File: config.mk
export PLATFORM = sky130hd
export DESIGN_NAME = if_prefetch_flat
export DESIGN_NICKNAME = d
export VERILOG_FILES = /design/src/rtl/if_prefetch_pkg.sv /design/src/rtl/if_prefetch_if.sv /design/src/rtl/if_prefetch_inst_fifo.sv /design/src/rtl/if_prefetch.sv /design/src/flat_wrapper.sv
export SDC_FILE = /design/constraint.sdc
export NUM_CORES = 1
export LEC_CHECK = 0
export CAP_MARGIN = 5
export CORE_MARGIN = 2
export CORE_UTILIZATION = 54
export DETAILED_ROUTE_END_ITERATION = 10
export GPL_TIMING_DRIVEN = 0
export PLACE_DENSITY = 0.8
export SYNTH_ARGS = -nofsm -noshare
export SYNTH_HDL_FRONTEND = slang
export SYNTH_SLANG_ARGS = --single-unit
File: constraint.sdc
create_clock -name clock -period 4.25 [get_ports clock]
set_input_delay 0.425 -clock clock [delete_from_list [all_inputs] [get_ports clock]]
set_output_delay 0.425 -clock clock [all_outputs]
set_load 0.03 [all_outputs]
File: src/rtl/if_prefetch_pkg.sv
// Shared fetch-path constants, the queue entry layout and PC helpers
// for the if_prefetch front end.
package if_prefetch_pkg;

   localparam logic [31:0] RESET_PC_DEF = 32'h0000_0000;
   localparam int          DEPTH_DEF    = 4;
   localparam int          INST_W       = 32;
   localparam logic [31:0] PC_STEP      = 32'd4;

   typedef struct packed {
      logic [INST_W-1:0] inst;
      logic [31:0]       pc;
   } fetch_entry_t;

   // Fetch targets are always word aligned; the low two bits are dropped.
   function automatic logic [31:0] word_align(input logic [31:0] addr);
      return {addr[31:2], 2'b00};
   endfunction

endpackage

File: src/rtl/if_prefetch_if.sv
// Bundles the ROM read port, the redirect inputs and the F/D handshake of
// the fetch front end; master is the prefetcher, slave is its environment.
interface if_prefetch_if
   import if_prefetch_pkg::*;
#(
   parameter int DEPTH = DEPTH_DEF
);
   localparam int CNT_W = $clog2(DEPTH) + 1;

   logic              imem_req;
   logic [31:0]       imem_addr;
   logic [31:0]       imem_rdata;
   logic              redirect;
   logic [31:0]       redirect_pc;
   logic              fd_valid;
   logic              fd_ready;
   logic [INST_W-1:0] fd_inst;
   logic [31:0]       fd_pc;
   logic [31:0]       fd_pcplus4;
   logic [CNT_W-1:0]  fd_count;

   modport master (
      output imem_req, imem_addr, fd_valid, fd_inst, fd_pc, fd_pcplus4, fd_count,
      input  imem_rdata, redirect, redirect_pc, fd_ready
   );

   modport slave (
      input  imem_req, imem_addr, fd_valid, fd_inst, fd_pc, fd_pcplus4, fd_count,
      output imem_rdata, redirect, redirect_pc, fd_ready
   );

endinterface

File: src/rtl/if_prefetch_inst_fifo.sv
// Synchronous instruction/PC queue: simultaneous push and pop are allowed,
// flush clears everything and wins over a push in the same cycle.
module if_prefetch_inst_fifo
   import if_prefetch_pkg::*;
#(
   parameter int DEPTH = DEPTH_DEF,
   localparam int AW   = $clog2(DEPTH),
   localparam int CW   = AW + 1
) (
   input  logic         clock,
   input  logic         reset,
   input  logic         flush,
   input  logic         push,
   input  fetch_entry_t push_entry,
   input  logic         pop,
   output fetch_entry_t head,
   output logic [CW-1:0] count
);

   localparam logic [CW-1:0] FULL = CW'(DEPTH);

   fetch_entry_t  mem [DEPTH];
   logic [AW-1:0] wr_ptr;
   logic [AW-1:0] rd_ptr;
   logic          do_push;
   logic          do_pop;

   // A push into a full queue is only legal when the head leaves in the same cycle.
   always_comb begin
      do_pop  = pop & (count != {CW{1'b0}});
      do_push = push & ((count != FULL) | do_pop);
   end

   // Pointer and occupancy bookkeeping.
   always_ff @(posedge clock) begin
      if (!reset || flush) begin
         wr_ptr <= {AW{1'b0}};
         rd_ptr <= {AW{1'b0}};
         count  <= {CW{1'b0}};
      end else begin
         if (do_push) wr_ptr <= wr_ptr + AW'(1);
         if (do_pop)  rd_ptr <= rd_ptr + AW'(1);
         case ({do_push, do_pop})
            2'b10:   count <= count + CW'(1);
            2'b01:   count <= count - CW'(1);
            default: count <= count;
         endcase
      end
   end

   // Entry storage; contents are don't-care until the matching pointer says otherwise.
   always_ff @(posedge clock) begin
      if (reset && !flush && do_push) mem[wr_ptr] <= push_entry;
   end

   assign head = mem[rd_ptr];

endmodule

File: src/rtl/if_prefetch.sv
// Instruction-fetch front end: owns the fetch PC, issues one-word ROM reads
// under a credit limit and queues returned words with their PCs for decode.
module if_prefetch
   import if_prefetch_pkg::*;
#(
   parameter logic [31:0] RESET_PC = RESET_PC_DEF,
   parameter int          DEPTH    = DEPTH_DEF
) (
   input  logic          clock,
   input  logic          reset,
   if_prefetch_if.master bus
);

   localparam int              CNT_W   = $clog2(DEPTH) + 1;
   localparam logic [CNT_W:0]  DEPTH_V = (CNT_W + 1)'(DEPTH);

   logic [31:0]      fpc;
   logic [31:0]      req_pc;
   logic             pending;
   logic             issue;
   logic             head_valid;
   logic [CNT_W:0]   used;
   logic [CNT_W-1:0] count;
   fetch_entry_t     head;
   fetch_entry_t     ret_entry;

   // Credit counts the queue plus the read in flight, ignoring a same-cycle pop.
   always_comb begin
      used       = {1'b0, count} + {{CNT_W{1'b0}}, pending};
      issue      = reset & ~bus.redirect & (used < DEPTH_V);
      head_valid = reset & (count != {CNT_W{1'b0}});
      ret_entry  = '{inst: bus.imem_rdata, pc: req_pc};
   end

   // Fetch PC and in-flight tracking; a redirect drops the read in flight.
   always_ff @(posedge clock) begin
      if (!reset) begin
         fpc     <= RESET_PC;
         req_pc  <= 32'h0000_0000;
         pending <= 1'b0;
      end else if (bus.redirect) begin
         fpc     <= word_align(bus.redirect_pc);
         pending <= 1'b0;
      end else begin
         pending <= issue;
         if (issue) begin
            fpc    <= fpc + PC_STEP;
            req_pc <= fpc;
         end
      end
   end

   if_prefetch_inst_fifo #(.DEPTH(DEPTH)) u_fifo (
      .clock      (clock),
      .reset      (reset),
      .flush      (bus.redirect),
      .push       (pending),
      .push_entry (ret_entry),
      .pop        (head_valid & bus.fd_ready),
      .head       (head),
      .count      (count)
   );

   // Decode-facing view; everything reads as zero while held in reset or empty.
   always_comb begin
      bus.imem_req  = issue;
      bus.imem_addr = fpc;
      bus.fd_valid  = head_valid;
      bus.fd_count  = reset ? count : {CNT_W{1'b0}};
      if (head_valid) begin
         bus.fd_inst    = head.inst;
         bus.fd_pc      = head.pc;
         bus.fd_pcplus4 = head.pc + PC_STEP;
      end else begin
         bus.fd_inst    = {INST_W{1'b0}};
         bus.fd_pc      = 32'h0000_0000;
         bus.fd_pcplus4 = 32'h0000_0000;
      end
   end

endmodule

File: src/flat_wrapper.sv
// flat-port wrapper written by rule: the top's interface ports become plain ports
module if_prefetch_flat import if_prefetch_pkg::*;
#(
   parameter logic [31:0] RESET_PC = RESET_PC_DEF,
   parameter int          DEPTH    = DEPTH_DEF
)
  (clock, reset, bus_imem_req, bus_imem_addr, bus_fd_valid, bus_fd_inst, bus_fd_pc, bus_fd_pcplus4, bus_fd_count, bus_imem_rdata, bus_redirect, bus_redirect_pc, bus_fd_ready);
  if_prefetch_if #(.DEPTH(DEPTH)) bus_i ();
  input  logic clock;
  input  logic reset;
  output wire logic [$bits(bus_i.imem_req)-1:0] bus_imem_req;
  output wire logic [$bits(bus_i.imem_addr)-1:0] bus_imem_addr;
  output wire logic [$bits(bus_i.fd_valid)-1:0] bus_fd_valid;
  output wire logic [$bits(bus_i.fd_inst)-1:0] bus_fd_inst;
  output wire logic [$bits(bus_i.fd_pc)-1:0] bus_fd_pc;
  output wire logic [$bits(bus_i.fd_pcplus4)-1:0] bus_fd_pcplus4;
  output wire logic [$bits(bus_i.fd_count)-1:0] bus_fd_count;
  input wire logic [$bits(bus_i.imem_rdata)-1:0] bus_imem_rdata;
  input wire logic [$bits(bus_i.redirect)-1:0] bus_redirect;
  input wire logic [$bits(bus_i.redirect_pc)-1:0] bus_redirect_pc;
  input wire logic [$bits(bus_i.fd_ready)-1:0] bus_fd_ready;
  assign bus_imem_req = bus_i.imem_req;
  assign bus_imem_addr = bus_i.imem_addr;
  assign bus_fd_valid = bus_i.fd_valid;
  assign bus_fd_inst = bus_i.fd_inst;
  assign bus_fd_pc = bus_i.fd_pc;
  assign bus_fd_pcplus4 = bus_i.fd_pcplus4;
  assign bus_fd_count = bus_i.fd_count;
  assign bus_i.imem_rdata = bus_imem_rdata;
  assign bus_i.redirect = bus_redirect;
  assign bus_i.redirect_pc = bus_redirect_pc;
  assign bus_i.fd_ready = bus_fd_ready;
  if_prefetch #(.RESET_PC(RESET_PC), .DEPTH(DEPTH)) u_core (.clock(clock), .reset(reset), .bus(bus_i));
endmodule
==> Word level (Yosys, flattened, before mapping) <==
Memories as Yosys holds them, arrays and structs flattened. A register that Yosys moved wholly into a read port is not among the register bits.
Index checks and enable logic that the tools add are counted.
{ "word_totals": {"reg_bits": 72, "latch_bits": 0, "mem_bits_rw": 256, "rom_bits": 0, "input_bits": 68, "out_inout_bits": 133, "n_memories": 1} }
{ "classes": {"addsub": 7, "n_mul": 0, "n_div": 0, "order_cmp": 1, "n_eq_ne": 3, "n_shift": 0, "n_mux": 11, "n_bitwise": 9, "n_reduce_logical": 10} }
{ "memory_table": {"columns": ["name", "words", "width", "rd", "rd_ports_with_merged_regs", "write_ports", "line_no", "text"], "rows": [
  ["u_core.u_fifo.mem", 4, 64, 1, 1, 1, "if_prefetch_inst_fifo.sv:22", "fetch_entry_t mem [DEPTH];"]
]} }
{ "ops": {"columns": ["op", "count"], "rows": [
  ["32-bit two-way mux", 5],
  ["32-bit by 3-bit adder with 32-bit output, second input constant", 2],
  ["1-bit bitwise AND", 6],
  ["3-bit case mux with 2 select lines", 1],
  ["2-bit by 1-bit adder with 2-bit output, second input constant", 2],
  ["3-bit by 1-bit adder with 4-bit output", 1],
  ["4-bit by 3-bit < comparator with 1-bit output, second input constant", 1],
  ["2-bit two-way mux", 2],
  ["2-bit nonzero test", 2],
  ["3-bit by 1-bit adder with 3-bit output, second input constant", 1],
  ["3-bit two-way mux", 1],
  ["3-bit != test, second input constant", 1],
  ["3-bit nonzero test", 1],
  ["3-bit by 1-bit subtractor with 3-bit output, second input constant", 1],
  ["2-bit by 1-bit equality test with 1-bit output, second input constant", 1],
  ["2-bit equality test, second input constant", 1],
  ["1-bit logical AND", 2],
  ["1-bit zero test", 2],
  ["1-bit two-way mux", 2],
  ["1-bit NOT", 2],
  ["2-bit AND reduction", 1],
  ["2-bit OR reduction", 1],
  ["1-bit logical OR", 1],
  ["1-bit OR", 1]
]} }

==> Logic depth before layout (Yosys ltp) <==
{ "depth": {"word_depth": 9, "ltp_mapped": 10, "mapped_depth_nobuf": 8} }

==> Modules after synthesis <==
A second synthesis with hierarchy kept.
{ "hier_totals": {"hier_cells": 972, "area_unflattened_um2": 14017.2} }
{ "by_module_without_submodules": {"columns": ["mod", "instances", "cells_each", "area_each_um2", "seq_area_each_um2"], "rows": [
  ["if_prefetch_inst_fifo", 1, 397, 9834.4, 7867.5],
  ["if_prefetch", 1, 575, 4182.8, 1221.2]
]} }

==> Least setup slack after synthesis <==
OpenSTA, ideal clock, no wires.
{ "synth_path": {"kind": "reg-to-output", "start": "register with a tool-made name", "end": "output bus_fd_pcplus4[18]", "arrival_ns": 2.817, "required_ns": 3.825, "path_slack_ns": 1.008, "path_stages_with_launch": 11, "n_path_buf": 4, "cell_sequence": "dfxtp_1 buf_6 buf_12 buf_12 mux4_2 ha_1 nand4_1 or2_1 clkbuf_1 or4_1 a21oi_1"} }
{ "synth_rtl": {"columns": ["element", "line_no", "text"], "rows": [
  ["end, declared", "flat_wrapper.sv:16", "output wire logic [$bits(bus_i.fd_pcplus4)-1:0] bus_fd_pcplus4;"]
]} }

==> out/results.txt <==
outcome -> finished clean
DRC viols -> 0
syn avg cell area -> 14.25 µm²
dpl cells -> 1483
Overall Global Routing Usage -> 24.69%
chip height -> 162.6 µm
DR vias -> 9042
row cnt -> 58
Post-synth EDFFs -> 248
crit-path most repeated cell -> buf_12
Synth top cells by count -> edfxtp_1, nand2_1, dfxtp_1
min Tclk post-route -> 4139 ps
Placer Congestion -> 0.8653
Cell Pwr Density -> 386.9 nW/µm²
final WL -> 32880 µm
startpoint types -> flip-flop
Worst Tran Pin Value -> 1135 ps
CP arrival -> 3710 ps
post-synthesis adder-cell area fraction -> 0.7000%
VDD IR-drop max -> 0.3507 mV
CP Max Fanout -> 10
Synth Area in Compound Gates -> 5.812%
area leader, netlist -> edfxtp_1
Worst Setup Slack, final -> 111.4 ps
DP Wirelength -> 22470 µm
Synth top area share -> 54.82%
area share of xor/xnor cells in the synthesized design -> 1.032%
Initial DRT Pass Iterations -> 8
Initial Util -> 54.42%
first-pass GRT wire length -> 49760 µm
post-place setup slack -> -274.5 ps
initial drt markers -> 843
FFs w/ async S/R, synth -> 0%
Max Clock Skew -> 16.88 ps
main combinational cell family by area after synthesis -> simple AND/OR/NAND/NOR gates
Ports -> 201
max_cap viols -> 0
Cell Area, Synth -> 13580 µm²
f_max -> 0.2416 GHz
CTS tree -> yes
antenna viol nets, final -> 0
Setup Viol. Count Final -> 0
Port Buf Inserts -> 191
Leak -> 5.788 nW
Rel. slew slack -> 23.77%
clk buf depth -> 3
full die area -> 26440 µm²
root buffer cell -> clkbuf_16
top cells by area, synth -> edfxtp_1, dfxtp_1, mux4_2, and2_1, nand2_1
mux contribution to synthesized area -> 11.62%
period utilisation layout -> 97.38%
Max stage delay on crit path -> 620 ps
HP Class -> in -> reg
layout cells sized above 1 -> 12.39%
FF+latch count, synth -> 318
Worst-path clk slew -> 60 ps
Hold Buf Count CTS -> 0
WL/cell -> 21.34 µm
Fin. Hold Viols -> 0
Worst-Skew Late Latency -> 560 ps
Remaining Overflow, GRT -> 0
initial antenna violation count -> 0
vias in the first global route -> 8916
Warnings, synthesis -> 0
CP required -> 3830 ps
cells after synthesis -> 953
slowest CP cell -> clkdlybuf4s50_1
post-layout instance count excluding filler cells -> 1541
RSZ-0062 raised after global routing -> false
Yosys cell types -> 64
Via density -> 5.868
CTS H-Tree Depth -> 1
clk sink count -> 318
Core Region -> 24960 µm²
die extent in x -> 162.6 µm
TritonCTS Buffers -> 31
Setup crit end kind -> output pin
register area share after synthesis -> 65.14%
area grow syn2layout -> 25.98%
delay-heaviest family, CP -> buffers and inverters
layout filler cell count -> 1739
largest net degree at the start of global routing -> 60
cells along the critical path -> buf_6 -> buf_12 -> buf_12 -> mux4_2 -> ha_1 -> nand4_1 -> or2_4 -> nor3_1 -> mux2_2 -> clkdlybuf4s50_1
WP buf/inv -> 4
Synth Flop Type -> edfxtp_1
Post-layout nets -> 1262
final slew viol count -> 0
antenna cells -> 0
WS Path Type -> reg -> out
Synth Area in Simple Gates -> 12.62%
most frequent cell after synthesis -> edfxtp_1
==> cell families after synthesis <==
family,Yosys count
and+or+nand+nor,328
DFF,318
AOI/OAI and AO/OA,130
buffers and inverters,79
muxes,74
xor gates and xnor gates,16
adders and majority gates,7
other,1
==> what timing repair did <==
action,in CTS,in global routing
buffers inserted,0,2
gates resized for setup,10,5
setup endpoints to repair,52,15
pin swaps,0,1
==> state kept, by name (all words and copies together) (netlist names), named ones only <==
name,flops
u_core.pending,1
u_core.u_fifo.rd_ptr,2
u_core.bus.imem_addr,30
u_core.u_fifo.mem,248
u_core.u_fifo.wr_ptr,2
u_core.u_fifo.count,3
u_core.req_pc,30
==> power by group <==
part	internal, W	switching (W)
registers	0.00338	0.0000509
clock network	0.00163	0.00112
logic	0.000191	0.000256
==> placed cells by master, fill, tap and decap left out, drive strengths merged, types with 4 or more instances in the layout <==
| master | synthesis | final |
|---|---|---|
| edfxtp | 248 | 248 |
| clkdlybuf4s50 | 0 | 181 |
| nand2 | 100 | 100 |
| clkbuf | 41 | 80 |
| dfxtp | 70 | 70 |
| and2 | 64 | 64 |
| mux4 | 62 | 62 |
| a21oi | 61 | 61 |
| nor2 | 50 | 50 |
| buf | 18 | 24 |
| inv | 20 | 21 |
| o21ai | 20 | 20 |
| nand3 | 20 | 20 |
| nand4 | 19 | 19 |
| nor3 | 16 | 16 |
| and3 | 15 | 15 |
| mux2 | 11 | 11 |
| a31oi | 11 | 11 |
| or3 | 10 | 10 |
| clkinv | 0 | 10 |
| xnor2 | 9 | 9 |
| or4 | 8 | 8 |
| xor2 | 7 | 7 |
| o211ai | 7 | 7 |
| and4 | 7 | 7 |
| ha | 6 | 6 |
| conb | 1 | 6 |
| dlygate4sd2 | 0 | 6 |
| nor4 | 6 | 6 |
| o31ai | 5 | 5 |
| bufinv | 0 | 4 |
==> layer usage <==
layer / up-vias / GRT usage, % / part of all wire [%]
met5: - / 0 / 0
met4: 0 / 8.608 / 3.2
met3: 78 / 4.762 / 9.0
met2: 468 / 41.30 / 48
met1: 4371 / 32.69 / 40
li1: 4125 / - / -
==> area by class of cell <==
class	instances	area, µm²	share of cell area, %
buffer	58	336.6	1.967
clock buffer	40	839.6	4.906
clock inverter	17	191.4	1.119
inverter	20	75.07	0.4387
multi-input combinational	561	4375	25.57
sequential	318	8848	51.70
tap	330	412.9	2.413
timing repair buffer	197	2034	11.89
==> worst paths after layout <==
check	end	slack, ps	from	cells after the start
max	bus_fd_pcplus4[28]	110	flip-flop	10
min	u_core.bus.imem_addr[14]$_SDFFE_PN0P_	420	bus_redirect_pc[14]	3
max reg2reg	u_core.bus.imem_addr[21]$_SDFFE_PN0P_	1540	u_core.bus.imem_addr[4]$_SDFFE_PN0P_	5
min reg2reg	u_core.req_pc[17]$_SDFFE_PN0P_	500	u_core.req_pc[17]$_SDFFE_PN0P_	2
==> per-stage QoR <==
step	area [µm²]	TNS (ps)	hold slack [ps]	utilization, %	total power [W]
after floorplan	13600	0	460.0	-	0.003711
after global placement	15930	-261380	474.3	63.80	0.003926
after detailed placement	16040	-5802	493.1	64.26	0.003934
after CTS	17070	0	412.4	68.38	0.006662
after global routing	17110	0	426.5	68.55	0.006811
final	17110	0	421.5	68.55	0.006622
==> worst min-delay path, cell delays in order <==
cell and delay [ps]:
clkdlybuf4s50_1 390, nand2_1 60, a21oi_1 50
Note: power is estimated with default switching activity, not from simulation.
